<file path="src/rtl/run_controller.sv">
// Run/step/halt sequencer producing a registered pipeline clock-enable with breakpoint stop.
// Defining RUN_CONTROLLER_BUDGET_EN adds a per-run pulse budget (budget / budget_hit ports).
module run_controller (
  input  logic        clock,
  input  logic        reset,
  input  logic        run_req,
  input  logic        step_req,
  input  logic        halt_req,
  input  logic [7:0]  rate_div,
  input  logic [15:0] pc,
  input  logic [15:0] bp_addr,
  input  logic        bp_en,
`ifdef RUN_CONTROLLER_BUDGET_EN
  input  logic [15:0] budget,
  output logic        budget_hit,
`endif
  output logic        pipe_en,
  output logic [1:0]  state,
  output logic [15:0] pulse_cnt,
  output logic        bp_hit
);

  typedef enum logic [1:0] {
    ST_HALT  = 2'd0,
    ST_STEP  = 2'd1,
    ST_RUN   = 2'd2,
    ST_BREAK = 2'd3
  } state_e;

  state_e      state_q, state_d;
  logic [7:0]  div_q, div_d;
  logic        skip_q, skip_d;
  logic        bp_hit_q, bp_hit_d;
  logic        pipe_en_q, pipe_en_d;
  logic [15:0] pulse_cnt_q, pulse_cnt_d;
  logic        bp_match;

`ifdef RUN_CONTROLLER_BUDGET_EN
  logic [15:0] run_cnt_q, run_cnt_d;
  logic        budget_hit_q, budget_hit_d;
`endif

  // skip_bp lets a run resumed at the breakpoint address issue its first pulse
  assign bp_match = bp_en && (pc == bp_addr) && !skip_q;

  always_comb begin
    state_d     = state_q;
    div_d       = div_q;
    skip_d      = skip_q;
    bp_hit_d    = bp_hit_q;
    pipe_en_d   = 1'b0;
    pulse_cnt_d = pulse_cnt_q;
`ifdef RUN_CONTROLLER_BUDGET_EN
    run_cnt_d    = run_cnt_q;
    budget_hit_d = budget_hit_q;
`endif

    case (state_q)
      ST_HALT, ST_BREAK: begin
        if (halt_req) begin
          state_d = ST_HALT;
        end else if (run_req) begin
          state_d  = ST_RUN;
          div_d    = 8'd0;
          skip_d   = 1'b1;
          bp_hit_d = 1'b0;
`ifdef RUN_CONTROLLER_BUDGET_EN
          run_cnt_d    = 16'd0;
          budget_hit_d = 1'b0;
`endif
        end else if (step_req) begin
          state_d   = ST_STEP;
          pipe_en_d = 1'b1;
        end
      end

      ST_STEP: begin
        state_d = ST_HALT;
      end

      ST_RUN: begin
        if (halt_req) begin
          state_d = ST_HALT;
        end else if (div_q == rate_div) begin
          div_d = 8'd0;
          if (bp_match) begin
            state_d  = ST_BREAK;
            bp_hit_d = 1'b1;
          end else begin
            pipe_en_d = 1'b1;
            skip_d    = 1'b0;
`ifdef RUN_CONTROLLER_BUDGET_EN
            run_cnt_d = run_cnt_q + 16'd1;
            if ((budget != 16'd0) && (run_cnt_d == budget)) begin
              state_d      = ST_HALT;
              budget_hit_d = 1'b1;
            end
`endif
          end
        end else begin
          // a counter above a freshly lowered rate_div wraps through 255
          div_d = div_q + 8'd1;
        end
      end

      default: begin
        state_d = ST_HALT;
      end
    endcase

    if (pipe_en_d) begin
      pulse_cnt_d = pulse_cnt_q + 16'd1;
    end
  end

  always_ff @(posedge clock) begin
    if (reset) begin
      state_q     <= ST_HALT;
      div_q       <= 8'd0;
      skip_q      <= 1'b0;
      bp_hit_q    <= 1'b0;
      pipe_en_q   <= 1'b0;
      pulse_cnt_q <= 16'd0;
    end else begin
      state_q     <= state_d;
      div_q       <= div_d;
      skip_q      <= skip_d;
      bp_hit_q    <= bp_hit_d;
      pipe_en_q   <= pipe_en_d;
      pulse_cnt_q <= pulse_cnt_d;
    end
  end

`ifdef RUN_CONTROLLER_BUDGET_EN
  always_ff @(posedge clock) begin
    if (reset) begin
      run_cnt_q    <= 16'd0;
      budget_hit_q <= 1'b0;
    end else begin
      run_cnt_q    <= run_cnt_d;
      budget_hit_q <= budget_hit_d;
    end
  end

  assign budget_hit = budget_hit_q;
`endif

  assign pipe_en   = pipe_en_q;
  assign state     = state_q;
  assign pulse_cnt = pulse_cnt_q;
  assign bp_hit    = bp_hit_q;

endmodule

</file>
<file path="config.mk">
export PLATFORM = sky130hd
export DESIGN_NAME = run_controller
export DESIGN_NICKNAME = d
export VERILOG_FILES = /design/src/rtl/run_controller.sv
export SDC_FILE = /design/constraint.sdc
export NUM_CORES = 1
export LEC_CHECK = 0
export BUFFER_PORTS_ARGS = -buffer_cell sky130_fd_sc_hd__buf_4
export CAP_MARGIN = 40
export CORE_MARGIN = 2
export CORE_UTILIZATION = 30
export CTS_CLUSTER_SIZE = 12
export DETAILED_ROUTE_END_ITERATION = 6
export SETUP_SLACK_MARGIN = 0.02
export SLEW_MARGIN = 20
export SYNTH_ARGS = -nofsm -noshare
export SYNTH_HDL_FRONTEND = slang
export SYNTH_SLANG_ARGS = --single-unit
</file>
<file path="constraint.sdc">
create_clock -name clock -period 2.26 [get_ports clock]
set_input_delay 0.226 -clock clock [delete_from_list [all_inputs] [get_ports clock]]
set_output_delay 0.226 -clock clock [all_outputs]
set_load 0.005 [all_outputs]
</file>
==> impl_metrics.toml <==
[status]
outcome = "finished clean"

[layout]
layout.nets = 327
utilization_pct = 44.49
fillCellCount = 559
area_growth_pct = 44.15
insertedDiodeCount = 0
layout-drive-gt1-share_pct = 32.73

[logic_synthesis]
syn-cell-area_um2 = 1689
synth_commonest_cells = "dfxtp_1, xnor2_1, nor2_1"
synth_flop_cell = "dfxtp_1"
yosys-top-cells-area = "dfxtp_1, xnor2_1, xor2_1, a21oi_1, nor2_1"
yosysUniqueCellTypes = 33
avgSynthCellArea_um2 = 8.488
synth_top_cell_by_area = "dfxtp_1"
ys.warnings.count = 0
yosys_register_bits = 29
async_flop_share_pct = 0
ys_seq_area_share_pct = 34.37
yosysMostFrequentCell = "dfxtp_1"
postSynthCellCount = 199
synth_fp_nets = 249
synth-edff-count = 0
yosysTopAreaCellShare_pct = 34.37

[setup_path]
crit_path_end = "pulse_cnt[5]"
crit_required_ns = 2.47
cp-end-kind = "register"
cp.arrival_ns = 2.30
rrSetupSlack_ns = 0.17
timing.rr.start = "div_q[0]"
crit_fanout = 24
reg2reg_depth = 6
crit_start = "div_q[0]"
crit_type = "register to register"
cp-start-kind = "register"
r2r_end = "pulse_cnt[5]"

[place]
place_congestion = 0.8490
hpwl_um = 3275
port_buffers = 65
pre_cts_slack_ns = -0.03490

[power]
powerDensity_nw_per_um2 = 494.9
p_sw_uw = 295.8
combPwrFrac_pct = 16.7
switching_share_pct = 24.55
clkPwrFrac_pct = 39.5
worst_ir_drop_vdd_uv = 295.0
power.leakage_nw = 0.9871
seqPwrFrac_pct = 43.8
p_total_mw = 1.205
p_int_uw = 909.2

[grt]
grt_max_degree = 25
grtUsageMet2_pct = 22.80
antenna_found_initial = 0
grt_usage_pct = 14.48
grt_first_pass_wirelength_um = 7251
grt_pass1_vias = 1582
met3_usage_pct = 3.636
grt.busiest_layer = "met2"
grt_remaining_overflow = 0
met1_usage_pct = 19.27

[detailed_routing]
via_per_inst = 4.940
drtPass1Iterations = 4
drtAntennaViolNets = 0
vias = 1729
drc = 0
finalWirelength_um = 4282
wl_per_cell_um = 12.23
drtIter0Drc = 89

[sta]
timing.fmax_ghz = 0.4779
setup_viol = 0
max_slew_margin_pct = 60.79
rsz0062_at_grt = "no"
finClkSkew_ns = 0.005104
tightest_slew_ns = 0.5842
setup_ws_ns = 0.1675
finalCritPeriodShare_pct = 92.59
slew_viol_final = 0
hold_viol_final = 0
period_minus_slack_ns = 2.092

[floorplanning]
start_util_pct = 30.86
fp.dieArea_um2 = 6247
coreArea_um2 = 5473
die_w_um = 79.04
num_rows = 27
die_h_um = 79.04
num_io_pins = 66

[clock_tree]
root_buffer = "clkbuf_8"
ctsHtreeMaxLevel = 2
holdBufCountCts = 0
cts.clk_slew.worst_paths_ns = 0.07
cts_tree = "built"
cts.sinks = 29
max-clock-path-buffers = 2
clock_latency_ns = 0.27
cts_made_buffers = 5

[min_path]
hp-class = "input pin to register"

[job]
drv_cap = 0
## worst min-delay path by stage
stage	start	end	cells after the start
2_1_floorplan	halt_req	state[0]	3
3_3_place_gp	pulse_cnt[15]	pulse_cnt[15]	2
3_5_place_dp	pulse_cnt[15]	pulse_cnt[15]	2
4_1_cts	halt_req	state[0]	4
5_1_grt	reset	pipe_en	2
6_report	halt_req	state[0]	4
## per-stage QoR
stage	area, µm²	cells	setup TNS, ns	hold slack (ns)
after floorplan	1689	199	0	0.4219
after global routing	2435	350	0	0.2952
final	2435	350	0	0.2961
after global placement	2311	341	0	0.4702
after CTS	2414	349	0	0.2894
after detailed placement	2311	341	-0.09962	0.4817
## power groups by stage
stage          clock network (mW)  logic, mW  registers [mW]
2_1_floorplan                   0     0.0965           0.541
3_3_place_gp                    0      0.197           0.540
3_5_place_dp                    0      0.199           0.540
4_1_cts                     0.488      0.200           0.529
5_1_grt                     0.517      0.223           0.529
6_report                    0.476      0.201           0.528
## final cells by class
type,count,area (µm²),area share (%)
clock buffer,7,96.34,3.957
sequential,29,581.8,23.90
inverter,4,15.01,0.6166
multi-input combinational,162,1084,44.50
timing repair buffer,75,563.0,23.12
clock inverter,1,5.005,0.2055
tap,72,90.09,3.700
## kinds of logic (layout without fill, tap and decap cells)
logic type      Yosys count  in the layout  share of synthesized area (%)
flops                    29             29                          34.37
fa+ha+maj                 4              4                          2.963
buf+inv                   8             87                          2.296
mux                       1              1                         0.5926
xor+xnor                 34             34                          17.63
simple gates             82             82                          27.48
compound gates           41             41                          14.67
## routing by layer
metal / part of all wire, % / up-vias
met2: 48 / 45
met4: 1.1 / 0
li1: - / 885
met5: 0 / -
met3: 5.3 / 6
met1: 46 / 793
## state kept, by name, indices dropped and copies added (netlist names)
name / count
bp_hit: 1
pipe_en: 1
div_q: 8
pulse_cnt: 16
skip_q: 1
state: 2
## what timing repair did
item / 4_1_cts / 5_1_grt
resized for setup: 1 / 3
buffers inserted: 0 / 1
pin swaps: 0 / 2
endpoints found under the setup margin: 6 / 7
## cell usage in the layout, fill, tap and decap left out, types with 2 or more instances in the layout
cell type / instances
buf_4: 75
dfxtp_1: 28
xnor2_1: 23
nor2_1: 19
a21oi_1: 18
nand2_1: 12
xor2_1: 11
nand3_1: 10
clkbuf_8: 7
nand4_1: 6
o31ai_1: 6
or4_1: 6
and4_1: 5
o21ai_0: 5
or3_1: 5
inv_1: 4
nand2b_1: 4
and3_1: 4
nor3_1: 4
ha_1: 4
nor4_2: 3
a31o_2: 2
a31oi_1: 2
o21ai_1: 2
a2111oi_0: 2
## critical path: stages, from the launching register on
cell	delay, ns
dfxtp_1	0.35
xor2_1	0.18
nor4_2	0.36
a31oi_2	0.18
a21o_4	0.30
or4_1	0.51
a21oi_1	0.15
Note: power is estimated with default switching activity, not from simulation.
